==> src/rtl/arlet_6502_pkg.sv <==
// Shared constants for the arlet_6502 pin-limited wrapper and its 6502 core.
// Holds the lh bus-tag encodings, the phase numbers, the interrupt vectors and
// the opcode subset that the core decodes.
package arlet6502_pkg;

    // lh tag: what the multiplexed DO bus is carrying this clk
    localparam logic [1:0] LH_DATA = 2'b00;
    localparam logic [1:0] LH_ADL  = 2'b01;
    localparam logic [1:0] LH_ADH  = 2'b10;
    localparam logic [1:0] LH_RST  = 2'b11;

    // phase counter values within one CPU bus cycle
    localparam logic [1:0] PH_ADL  = 2'd0;
    localparam logic [1:0] PH_ADH  = 2'd1;
    localparam logic [1:0] PH_DAT  = 2'd2;

    // low byte of the interrupt vectors (high byte is always FF)
    localparam logic [7:0] VEC_NMI = 8'hFA;
    localparam logic [7:0] VEC_RES = 8'hFC;
    localparam logic [7:0] VEC_IRQ = 8'hFE;

    // opcodes decoded by the core
    localparam logic [7:0] OP_LDA = 8'hA9;  // LDA #imm
    localparam logic [7:0] OP_LDX = 8'hA2;  // LDX #imm
    localparam logic [7:0] OP_LDY = 8'hA0;  // LDY #imm
    localparam logic [7:0] OP_STA = 8'h8D;  // STA abs
    localparam logic [7:0] OP_STX = 8'h8E;  // STX abs
    localparam logic [7:0] OP_STY = 8'h8C;  // STY abs
    localparam logic [7:0] OP_JMP = 8'h4C;  // JMP abs
    localparam logic [7:0] OP_CLI = 8'h58;
    localparam logic [7:0] OP_SEI = 8'h78;

    typedef enum logic [3:0] {
        S_FETCH, S_OP1, S_OP2, S_WR,
        S_BRK0, S_BRK1, S_BRK2, S_VEC0, S_VEC1
    } cpu_state_t;

    // instruction length in bytes; anything not listed executes as a 1-byte NOP
    function automatic logic [1:0] op_len(input logic [7:0] op);
        case (op)
            OP_LDA, OP_LDX, OP_LDY:         op_len = 2'd2;
            OP_STA, OP_STX, OP_STY, OP_JMP: op_len = 2'd3;
            default:                        op_len = 2'd1;
        endcase
    endfunction

endpackage

==> src/rtl/arlet_6502_if.sv <==
// Pin bus of the arlet_6502 wrapper: multiplexed DO with its lh tag, the
// write strobe, read data and the three control inputs.
// master = the CPU wrapper, slave = external memory / system logic.
interface arlet_6502_if;
    logic [7:0] DI;
    logic [7:0] DO;
    logic       WE;
    logic       IRQ;
    logic       NMI;
    logic       RDY;
    logic [1:0] lh;

    modport master (input DI, IRQ, NMI, RDY, output DO, WE, lh);
    modport slave  (output DI, IRQ, NMI, RDY, input DO, WE, lh);
endinterface

==> src/rtl/arlet_6502_cpu.sv <==
// 6502 core (module cpu) in the Arlet Ottens port style: AB/DO/WE are a
// function of the current state, DI is captured on clk edges where RDY = 1.
// Reset runs the BRK sequence with writes suppressed (3 stack cycles, then
// FFFC/FFFD). NMI is edge-detected on RDY edges; interrupts are taken at an
// opcode fetch, which then becomes a dummy fetch.
module cpu (
    input  logic        clk,
    input  logic        reset,
    output logic [15:0] AB,
    input  logic [7:0]  DI,
    output logic [7:0]  DO,
    output logic        WE,
    input  logic        IRQ,
    input  logic        NMI,
    input  logic        RDY
);
    import arlet6502_pkg::*;

    cpu_state_t r_state;
    logic [15:0] r_pc;
    logic [7:0]  r_ir, r_a, r_x, r_y, r_sp, r_adl, r_adh, r_vec;
    logic        r_i, r_res, r_nmi_d, r_nmi_pend;
    logic        w_int_take;

    assign w_int_take = r_nmi_pend | (IRQ & ~r_i);

    // bus address, write data and strobe for the current CPU cycle
    always_comb begin
        AB = r_pc;
        DO = 8'h00;
        WE = 1'b0;
        case (r_state)
            S_WR: begin
                AB = {r_adh, r_adl};
                WE = 1'b1;
                case (r_ir)
                    OP_STA:  DO = r_a;
                    OP_STX:  DO = r_x;
                    default: DO = r_y;
                endcase
            end
            S_BRK0: begin AB = {8'h01, r_sp}; DO = r_pc[15:8]; WE = ~r_res; end
            S_BRK1: begin AB = {8'h01, r_sp}; DO = r_pc[7:0];  WE = ~r_res; end
            S_BRK2: begin AB = {8'h01, r_sp}; DO = {5'b00100, r_i, 2'b00}; WE = ~r_res; end
            S_VEC0: AB = {8'hFF, r_vec};
            S_VEC1: AB = {8'hFF, r_vec | 8'h01};
            default: ;
        endcase
    end

    // instruction sequencer; advances one CPU cycle per RDY edge
    always_ff @(posedge clk or posedge reset) begin
        if (reset) begin
            r_state    <= S_BRK0;
            r_pc       <= 16'h0000;
            r_ir       <= 8'h00;
            r_a        <= 8'h00;
            r_x        <= 8'h00;
            r_y        <= 8'h00;
            r_sp       <= 8'h00;
            r_adl      <= 8'h00;
            r_adh      <= 8'h00;
            r_vec      <= VEC_RES;
            r_i        <= 1'b1;
            r_res      <= 1'b1;
            r_nmi_d    <= 1'b0;
            r_nmi_pend <= 1'b0;
        end else if (RDY) begin
            case (r_state)
                S_FETCH: begin
                    if (w_int_take) begin
                        r_vec      <= r_nmi_pend ? VEC_NMI : VEC_IRQ;
                        r_nmi_pend <= 1'b0;
                        r_state    <= S_BRK0;
                    end else begin
                        r_ir <= DI;
                        r_pc <= r_pc + 16'd1;
                        if (DI == OP_CLI) r_i <= 1'b0;
                        if (DI == OP_SEI) r_i <= 1'b1;
                        r_state <= (op_len(DI) > 2'd1) ? S_OP1 : S_FETCH;
                    end
                end
                S_OP1: begin
                    r_pc  <= r_pc + 16'd1;
                    r_adl <= DI;
                    if (op_len(r_ir) == 2'd2) begin
                        case (r_ir)
                            OP_LDA:  r_a <= DI;
                            OP_LDX:  r_x <= DI;
                            default: r_y <= DI;
                        endcase
                        r_state <= S_FETCH;
                    end else begin
                        r_state <= S_OP2;
                    end
                end
                S_OP2: begin
                    if (r_ir == OP_JMP) begin
                        r_pc    <= {DI, r_adl};
                        r_state <= S_FETCH;
                    end else begin
                        r_pc    <= r_pc + 16'd1;
                        r_adh   <= DI;
                        r_state <= S_WR;
                    end
                end
                S_WR:   r_state <= S_FETCH;
                S_BRK0: begin r_sp <= r_sp - 8'd1; r_state <= S_BRK1; end
                S_BRK1: begin r_sp <= r_sp - 8'd1; r_state <= S_BRK2; end
                S_BRK2: begin r_sp <= r_sp - 8'd1; r_i <= 1'b1; r_state <= S_VEC0; end
                S_VEC0: begin r_adl <= DI; r_state <= S_VEC1; end
                S_VEC1: begin
                    r_pc    <= {DI, r_adl};
                    r_res   <= 1'b0;
                    r_state <= S_FETCH;
                end
                default: r_state <= S_FETCH;
            endcase
            // NMI edge latch; placed after the fetch clear so a fresh edge is never lost
            r_nmi_d <= NMI;
            if (NMI & ~r_nmi_d) r_nmi_pend <= 1'b1;
        end
    end

endmodule

==> src/rtl/arlet_6502.sv <==
// arlet_6502: pin-limited wrapper around the 6502 core. Each CPU bus cycle
// takes 3 clk phases; DO carries AB[7:0], AB[15:8], then write data, tagged
// by lh. The core only steps on the phase-2 edge (RDY & ph==2), so its AB,
// DO and WE are stable across phases 0 and 1. RDY low holds phase 2.
// Optional: define ARLET6502_INPUT_SYNC_EN to pass IRQ, NMI and RDY through
// 2-flop synchronizers (2 clk extra latency).
module arlet_6502 (
    input  logic          clk,
    input  logic          reset,
    arlet_6502_if.master  bus
);
    import arlet6502_pkg::*;

    logic        w_irq, w_nmi, w_rdy;
    logic        w_core_rdy, w_core_we;
    logic [15:0] w_ab;
    logic [7:0]  w_core_do;
    logic [1:0]  r_ph, r_lh;
    logic [7:0]  r_do;
    logic        r_we;

`ifdef ARLET6502_INPUT_SYNC_EN
    logic [1:0] r_irq_sync, r_nmi_sync, r_rdy_sync;

    // two-flop synchronizers for the control inputs
    always_ff @(posedge clk or posedge reset) begin
        if (reset) begin
            r_irq_sync <= 2'b00;
            r_nmi_sync <= 2'b00;
            r_rdy_sync <= 2'b00;
        end else begin
            r_irq_sync <= {r_irq_sync[0], bus.IRQ};
            r_nmi_sync <= {r_nmi_sync[0], bus.NMI};
            r_rdy_sync <= {r_rdy_sync[0], bus.RDY};
        end
    end

    assign w_irq = r_irq_sync[1];
    assign w_nmi = r_nmi_sync[1];
    assign w_rdy = r_rdy_sync[1];
`else
    assign w_irq = bus.IRQ;
    assign w_nmi = bus.NMI;
    assign w_rdy = bus.RDY;
`endif

    assign w_core_rdy = w_rdy & (r_ph == PH_DAT);

    cpu u_cpu (
        .clk   (clk),
        .reset (reset),
        .AB    (w_ab),
        .DI    (bus.DI),
        .DO    (w_core_do),
        .WE    (w_core_we),
        .IRQ   (w_irq),
        .NMI   (w_nmi),
        .RDY   (w_core_rdy)
    );

    // phase sequencer and registered bus mux; reset clears WE/DO without a clock
    always_ff @(posedge clk or posedge reset) begin
        if (reset) begin
            r_ph <= PH_ADL;
            r_lh <= LH_RST;
            r_do <= 8'h00;
            r_we <= 1'b0;
        end else begin
            case (r_ph)
                PH_ADL: begin
                    r_ph <= PH_ADH;
                    r_lh <= LH_ADL;
                    r_do <= w_ab[7:0];
                    r_we <= 1'b0;
                end
                PH_ADH: begin
                    r_ph <= PH_DAT;
                    r_lh <= LH_ADH;
                    r_do <= w_ab[15:8];
                    r_we <= 1'b0;
                end
                default: begin
                    // data phase repeats while RDY is low; the core steps on this same edge
                    if (w_rdy) r_ph <= PH_ADL;
                    r_lh <= LH_DATA;
                    r_do <= w_core_we ? w_core_do : 8'h00;
                    r_we <= w_core_we;
                end
            endcase
        end
    end

    assign bus.DO = r_do;
    assign bus.WE = r_we;
    assign bus.lh = r_lh;

endmodule

==> src/flat_wrapper.sv <==
// flat-port wrapper written by rule: the top's interface ports become plain ports
module arlet_6502_flat import arlet6502_pkg::*;
  (clk, reset, bus_DI, bus_IRQ, bus_NMI, bus_RDY, bus_DO, bus_WE, bus_lh);
  arlet_6502_if bus_i ();
  input  logic clk;
  input  logic reset;
  input wire logic [$bits(bus_i.DI)-1:0] bus_DI;
  input wire logic [$bits(bus_i.IRQ)-1:0] bus_IRQ;
  input wire logic [$bits(bus_i.NMI)-1:0] bus_NMI;
  input wire logic [$bits(bus_i.RDY)-1:0] bus_RDY;
  output wire logic [$bits(bus_i.DO)-1:0] bus_DO;
  output wire logic [$bits(bus_i.WE)-1:0] bus_WE;
  output wire logic [$bits(bus_i.lh)-1:0] bus_lh;
  assign bus_i.DI = bus_DI;
  assign bus_i.IRQ = bus_IRQ;
  assign bus_i.NMI = bus_NMI;
  assign bus_i.RDY = bus_RDY;
  assign bus_DO = bus_i.DO;
  assign bus_WE = bus_i.WE;
  assign bus_lh = bus_i.lh;
  arlet_6502 u_core (.clk(clk), .reset(reset), .bus(bus_i));
endmodule
==> config.mk <==
export PLATFORM = sky130hd
export DESIGN_NAME = arlet_6502_flat
export DESIGN_NICKNAME = d
export VERILOG_FILES = /design/src/rtl/arlet_6502_pkg.sv /design/src/rtl/arlet_6502_if.sv /design/src/rtl/arlet_6502_cpu.sv /design/src/rtl/arlet_6502.sv /design/src/flat_wrapper.sv
export SDC_FILE = /design/constraint.sdc
export NUM_CORES = 1
export LEC_CHECK = 0
export CORE_ASPECT_RATIO = 1.5
export CORE_MARGIN = 3
export CORE_UTILIZATION = 55
export DETAILED_ROUTE_END_ITERATION = 10
export PLACE_DENSITY_LB_ADDON = 0.08
export REMOVE_ABC_BUFFERS = 1
export SETUP_SLACK_MARGIN = 0.3
export SYNTH_ARGS = -nofsm -noshare
export SYNTH_HDL_FRONTEND = slang
export SYNTH_HIERARCHICAL = 1
export SYNTH_SLANG_ARGS = --single-unit
==> constraint.sdc <==
create_clock -name clk -period 2.75 [get_ports clk]
set_clock_uncertainty 0.2 [all_clocks]
set_input_delay 0.55 -clock clk [delete_from_list [all_inputs] [get_ports clk]]
set_output_delay 0.55 -clock clk [all_outputs]
set_load 0.01 [all_outputs]
==> metrics.cfg, run 1 <==
[global_routing]
globalRouteOverflowTotal=0
antenna_found_initial=1
gr-usage-all-layers=0.283
number_of_global_route_vias_before_repair=4520
largest_net_degree_at_the_start_of_global_routing=46
grt_first_pass_wirelength_mm=24.2

[floorplan]
std_cell_rows=43
area_of_the_core_region_um2=9420
io_pins=24
die-width_um=86.8
initial_utilization=0.572
die_h_um=127
die_area_um2=11000

[critical_path]
cp.required_ps=2750
startpoint_type=flip-flop
worstReg2RegStart=u_core/u_cpu/r_ir[4]$_DFFE_PP0P_
reg2reg_depth=7
rrSetupSlack_ps=410
capture_point_of_the_worst_reg_to_reg_path=u_core/bus.DO[5]$_DFF_PP0_
worstSetupPathType=flip-flop to flip-flop
worst_ep_arrival_time_ps=2340
worstSetupEndpointType=flip-flop
timing.critical_path.fanout_max=7

[route]
dr_vias=4576
routed_via_density=6.48
route.detailed.drc=0
detail-route-antenna-nets=0
drt_first_iter_violations=480
wire_length_per_cell_after_detailed_routing_um=21.1
number_of_detailed_routing_iterations_run_before_antenna_repair=6
totalWireLength_mm=14.9

[timing]
hold_viol=0
timing_worst_slew_pin_value_ps=572
maxSlewHeadroom=0.617
fin_crit_ps=2340
rsz0062_at_grt=yes
slew_viol_final=0
report.final.setup_viol=0
max_freq_mhz=427
fin_crit_sh=0.851

[yosys]
synth.yosys.warnings=6
ys_async_sr_fraction=1.00
synthesis.instances=549
synth_cell_types=64
yosysSeqAreaShare=0.442
synth-edff-count=0
dominantRegCellSynth=dfrtp_1
synthesis.area_um2=5390
syn_area_per_cell_um2=9.82
flip_flop_and_latch_count_after_synthesis=95

[pwr]
ir_worst_vdd_mv=0.635
static-leakage-power_nw=2.77
cellPowerDensity_nw_per_um2=871

[job]
maxCapViolations=0

[layout]
fill_cells=744
antenna-diode-count=0
multi_input_comb_area_um2=2780
finish.utilization=0.665
final-seq-area_um2=2380
fin_cells=706
synthToLayoutAreaGrowth_pct=16.2
drive_above_1_share=0.234
finish.net_count=604

[placed_design]
dp.cells=689
hpwlAfterDp_mm=11.0
routabilityCongestion=0.914
placement.io_buffers=23

[clock_network]
tritoncts=done
clockRootBuffer=clkbuf_16
numClockSinks=95
clk_path_buf_depth=2
clk_latency_ps=340
numCtsBuffers=9
clock_tree.htree_level_count=3
cts.clk_slew.worst_paths_ps=70

[outcome]
outcome=finished clean

[worst_hold_path]
min-delay-path-class=input pin to async pin

[synthesized netlist by cell type, types with 6 or more instances]
cell / number / area share
a2bb2oi_1: 10 / 0.016
o22ai_1: 15 / 0.017
a22oi_1: 10 / 0.014
o21ai_0: 43 / 0.040
o2bb2ai_2: 6 / 0.017
o21a_1: 9 / 0.013
o31ai_1: 7 / 0.0097
nand2_1: 49 / 0.034
nand4_1: 7 / 0.0081
nand3_1: 27 / 0.025
nor2_1: 34 / 0.024
dfrtp_1: 89 / 0.41
buf_2: 8 / 0.0074
inv_1: 15 / 0.010
nor3_1: 13 / 0.012
mux2_2: 43 / 0.090
dfstp_2: 6 / 0.029
mux2i_1: 14 / 0.026
clkbuf_1: 18 / 0.013
a21oi_1: 29 / 0.027
[state kept, by name (all words and copies together) (netlist names), 2 cells and up]
name                  count
u_core/u_cpu/r_a          8
u_core/u_cpu/r_vec        2
u_core/bus.DO             8
u_core/u_cpu/r_adh        8
u_core/u_cpu/r_pc        16
u_core/bus.lh             2
u_core/u_cpu/r_ir         8
u_core/u_cpu/r_y          8
u_core/u_cpu/r_x          8
u_core/r_ph               2
u_core/u_cpu/r_sp         8
u_core/u_cpu/r_state      4
u_core/u_cpu/r_adl        8
[metrics by stage]
stage	hold WS, ps	TNS (ps)	worst slack [ps]	power, mW	cell area [um^2]
2_1_floorplan	215	-8010	-102	3.34	5180
3_3_place_gp	222	-860	-57.8	4.18	5950
3_5_place_dp	236	-1820	-135	4.24	5950
4_1_cts	218	0	335	5.44	6250
5_1_grt	218	0	297	5.78	6260
6_report	226	0	409	5.46	6260
[layout make-up]
class	instances	share of cell area
Clock buffer	9	0.0359
Inverter	15	0.00919
Tap cell	112	0.0224
Multi-Input combinational cell	401	0.444
Sequential cell	95	0.381
Timing Repair Buffer	67	0.0993
Clock inverter	7	0.00899
[critical path, cell delays in order, from the launching register on]
cell,delay (ps)
dfrtp_1,410
nand2b_1,190
or4_4,500
or3_4,400
o22ai_1,170
o32ai_1,140
nand3_1,100
o21ai_0,100
[what timing repair did]
item                                    CTS  global route
pin swaps                                 1             0
endpoints found under the setup margin   20            21
gates resized for setup                   3             5
hold buffers                              0             0
setup buffers                             1             0
hold endpoints to repair                  0             0
[metal layers]
metal / up-vias / track usage / wire length (um) / part of all wire
li1: 2102 / - / - / -
met1: 2254 / 0.353 / 5750 / 0.39
met2: 178 / 0.472 / 7630 / 0.51
met3: 40 / 0.0516 / 924 / 0.062
met4: 2 / 0.128 / 552 / 0.037
met5: - / 0 / 13 / 0.00087
[worst max path at each step]
stage                     slack [ps]                             start                         endpoint
after CTS                        330  u_core/u_cpu/r_ir[4]$_DFFE_PP0P_       u_core/bus.DO[5]$_DFF_PP0_
after detailed placement        -130                           bus_RDY  u_core/u_cpu/r_y[2]$_DFFE_PP0P_
after global routing             300  u_core/u_cpu/r_ir[4]$_DFFE_PP0P_  u_core/u_cpu/r_y[2]$_DFFE_PP0P_
final                            410  u_core/u_cpu/r_ir[4]$_DFFE_PP0P_       u_core/bus.DO[5]$_DFF_PP0_
after floorplan                 -100                             reset  u_core/u_cpu/r_a[0]$_DFFE_PP0P_
after global placement           -60                           bus_RDY  u_core/u_cpu/r_y[4]$_DFFE_PP0P_
[cell usage in the layout, fill, tap and decap left out, types with 9 or more instances in the layout]
| master | instances |
|---|---|
| dfrtp_1 | 89 |
| nand2_1 | 49 |
| o21ai_0 | 43 |
| mux2_2 | 43 |
| buf_4 | 39 |
| nor2_1 | 32 |
| a21oi_1 | 29 |
| nand3_1 | 27 |
| clkdlybuf4s50_1 | 22 |
| o22ai_1 | 15 |
| mux2i_1 | 14 |
| inv_1 | 14 |
| nor3_1 | 12 |
| a22oi_1 | 10 |
| a2bb2oi_1 | 10 |
| clkbuf_16 | 9 |
| o21a_1 | 9 |
[logic make-up (layout without fill, tap and decap cells)]
| group | after synthesis | after routing | synth area share |
|---|---|---|---|
| AOI/OAI and AO/OA | 154 | 154 | 0.192 |
| xor gates and xnor gates | 8 | 8 | 0.0130 |
| adders and majority gates | 2 | 2 | 0.00464 |
| buffers and inverters | 53 | 98 | 0.0485 |
| DFF | 95 | 95 | 0.442 |
| muxes | 59 | 59 | 0.120 |
| and+or+nand+nor | 178 | 178 | 0.179 |
[where the power goes]
group	total [mW]	internal, mW	switching, mW	leakage [nW]
logic	2.25	0.954	1.30	1.39
clock network	1.18	0.624	0.557	0.142
registers	2.03	1.72	0.304	1.23
Power figures use the tool's default switching activity.
==> run 2: changes to the inputs <==
- GPL_TIMING_DRIVEN: not set -> 0
- HOLD_SLACK_MARGIN: not set -> 0.03
==> run 2 against run 1 <==
Compared with the run above:
- worst setup slack got worse by 49 ps
- sequential power rose by 7%
- core utilization shrank 1.4 points
- final area decreased by 2.1%
- non-clock buffer count shrank 28
- hold slack improved by 27 ps
- via count is 3.1% lower
- largest cell class unchanged
==> metrics.cfg, run 2 (same netlist as run 1, synthesis figures left out) <==
[route]
drt_first_iter_violations=470  ; was 480
detail-route-antenna-nets=0  ; unchanged
routed_via_density=6.54  ; was 6.48
route.detailed.drc=0  ; unchanged
totalWireLength_mm=14.4  ; was 14.9 mm
wire_length_per_cell_after_detailed_routing_um=21.3  ; was 21.1 um
dr_vias=4434  ; was 4576
number_of_detailed_routing_iterations_run_before_antenna_repair=6  ; unchanged

[pwr]
power.switching_fraction=0.394  ; was 0.395
power.share.sequential=0.397  ; was 0.372
cellPowerDensity_nw_per_um2=895  ; was 871 nW/um^2
ir_worst_vdd_mv=0.601  ; was 0.635 mV
internal_power_mw=3.32  ; was 3.30 mW
clock_power_share=0.234  ; was 0.216
comb_power_share=0.369  ; was 0.412
static-leakage-power_nw=2.63  ; was 2.77 nW
netSwitchingPower_mw=2.17  ; was 2.16 mW

[clock_network]
tritoncts=done  ; unchanged
clock_tree.htree_level_count=3  ; unchanged
numClockSinks=95  ; unchanged
cts.clk_slew.worst_paths_ps=70  ; about the same
clockRootBuffer=clkbuf_16  ; unchanged
clk_latency_ps=350  ; was 340 ps
numCtsBuffers=9  ; unchanged
hold_buffers=0  ; unchanged
clk_path_buf_depth=2  ; unchanged

[layout]
layout.cells.most_common_list=dfrtp_1 (82), nand2_1 (48), o21ai_0 (43), mux2_2 (43), nor2_1 (31)  ; was dfrtp_1 (89), nand2_1 (49), o21ai_0 (43), mux2_2 (43), buf_4 (39)
mostFrequentLayoutCell=dfrtp_1  ; unchanged
largest_register_ffs=16  ; unchanged
synthToLayoutAreaGrowth_pct=13.8  ; was 16.2%
top_register=u_core/u_cpu/r_pc  ; unchanged
drive_above_1_share=0.223  ; was 0.234
finish.utilization=0.652  ; was 0.665
finish.net_count=576  ; was 604
antenna-diode-count=0  ; unchanged

[placed_design]
hpwlAfterDp_mm=10.0  ; was 11.0 mm
placement.io_buffers=23  ; unchanged
routabilityCongestion=0.954  ; was 0.914

[timing]
maxSlewHeadroom=0.524  ; was 0.617
max_freq_mhz=418  ; was 427 MHz
timing_worst_slew_pin_value_ps=710  ; was 572 ps
hold_slack_final_ps=253  ; was 226 ps
report.final.setup_viol=0  ; unchanged
fin_crit_ps=2390  ; was 2340 ps
hold_viol=0  ; unchanged
slew_viol_final=0  ; unchanged
fin_crit_sh=0.869  ; was 0.851
rsz0062_at_grt=yes  ; unchanged

[global_routing]
globalRouteOverflowTotal=0  ; unchanged
antenna_found_initial=0  ; was 1
largest_net_degree_at_the_start_of_global_routing=46  ; unchanged
number_of_global_route_vias_before_repair=4344  ; was 4520
grt_first_pass_wirelength_mm=23.5  ; was 24.2 mm
gr-usage-all-layers=0.276  ; was 0.283

[floorplan]
std_cell_rows=43  ; unchanged
initial_utilization=0.572  ; unchanged
area_of_the_core_region_um2=9420  ; unchanged
die_h_um=127  ; unchanged
die_area_um2=11000  ; unchanged
io_pins=24  ; unchanged
die-width_um=86.8  ; unchanged

[critical_path]
startpoint_type=input pin  ; was flip-flop
worst_ep_arrival_time_ps=2450  ; was 2340 ps
worstReg2RegStart=u_core/r_ph[0]$_DFFE_PP0P_  ; was u_core/u_cpu/r_ir[4]$_DFFE_PP0P_
worstSetupEndpointType=flip-flop  ; unchanged
timing.critical_path.fanout_max=19  ; was 7
worstSetupPathType=input pin to flip-flop  ; was flip-flop to flip-flop
cp.required_ps=2810  ; was 2750 ps
crit_path_start=bus_RDY  ; was u_core/u_cpu/r_ir[4]$_DFFE_PP0P_

[outcome]
outcome=finished clean  ; unchanged

[worst_hold_path]
startpoint_of_the_lowest_slack_hold_path=u_core/u_cpu/r_nmi_pend$_DFFE_PP0P_
min-delay-path-class=flip-flop to flip-flop  ; was input pin to async pin

[job]
maxCapViolations=0  ; unchanged

[run 2: changes by cell type in the layout (fill, tap and decap cells not counted), sizes merged]
cell / previous run / this run
bufinv: 0 / 1
clkinvlp: 0 / 1
buf: 44 / 16
clkinv: 6 / 1
inv: 16 / 19
[run 2: area by class of cell]
class	count	area, um^2
multi-input cells	401	2830
fillers	788	3280
well taps	112	140
clock buffers	9	225
repair buffers	39	394
clock inverters	7	77.6
inverters	15	61.3
flip-flops and latches	95	2400
[run 2: worst max-delay path, stage by stage]
cell	delay, ps
dlygate4sd2_1	250
nand2_1	100
nor2_4	230
inv_4	90
a211oi_4	280
o311a_2	530
o21ai_0	210
a22oi_1	190
[run 2: worst paths after layout]
check | to | slack, ps | depth (start not counted)
max | u_core/u_cpu/r_pc[7]$_DFFE_PP0P_ | 360 | 8
min | u_core/u_cpu/r_vec[2]$_DFFE_PP1P_ | 250 | 1
max reg2reg | u_core/u_cpu/r_pc[7]$_DFFE_PP0P_ | 370 | 6
min reg2reg | u_core/u_cpu/r_vec[2]$_DFFE_PP1P_ | 250 | 1
max in group asynchronous | u_core/u_cpu/r_i$_DFFE_PP1P_ | 1260 | 3
min in group asynchronous | u_core/bus.DO[6]$_DFF_PP0_ | 400 | 2
[run 2: layer usage]
layer	wire length, um	up-vias	global-route usage
li1	-	2051	-
met1	5730	2155	0.353
met2	7230	178	0.468
met3	847	50	0.0419
met4	605	0	0.103
met5	0	-	0
[run 2: timing repair]
action,CTS,global route
setup endpoints to repair,85,42
pin swaps,5,4
gates resized for setup,25,8
buffers inserted,11,3
[run 2: power groups by stage]
| stage | registers (mW) | logic (mW) | clock network [mW] |
|---|---|---|---|
| after floorplan | 2.10 | 1.24 | 0 |
| after global placement | 2.20 | 1.75 | 0 |
| after detailed placement | 2.22 | 1.80 | 0 |
| after CTS | 2.20 | 1.91 | 1.30 |
| after global routing | 2.22 | 2.22 | 1.36 |
| final | 2.18 | 2.02 | 1.29 |
[run 2: per-stage QoR]
stage	std cells	cell area, um^2	total power [mW]	setup TNS, ps	setup slack, ps
after floorplan	511	5180	3.34	-8010	-102
after global placement	646	5560	3.95	-171540	-1470
after detailed placement	648	5590	4.01	-57430	-1240
after CTS	675	6080	5.42	0	321
after global routing	678	6130	5.81	0	275
final	678	6130	5.49	0	360
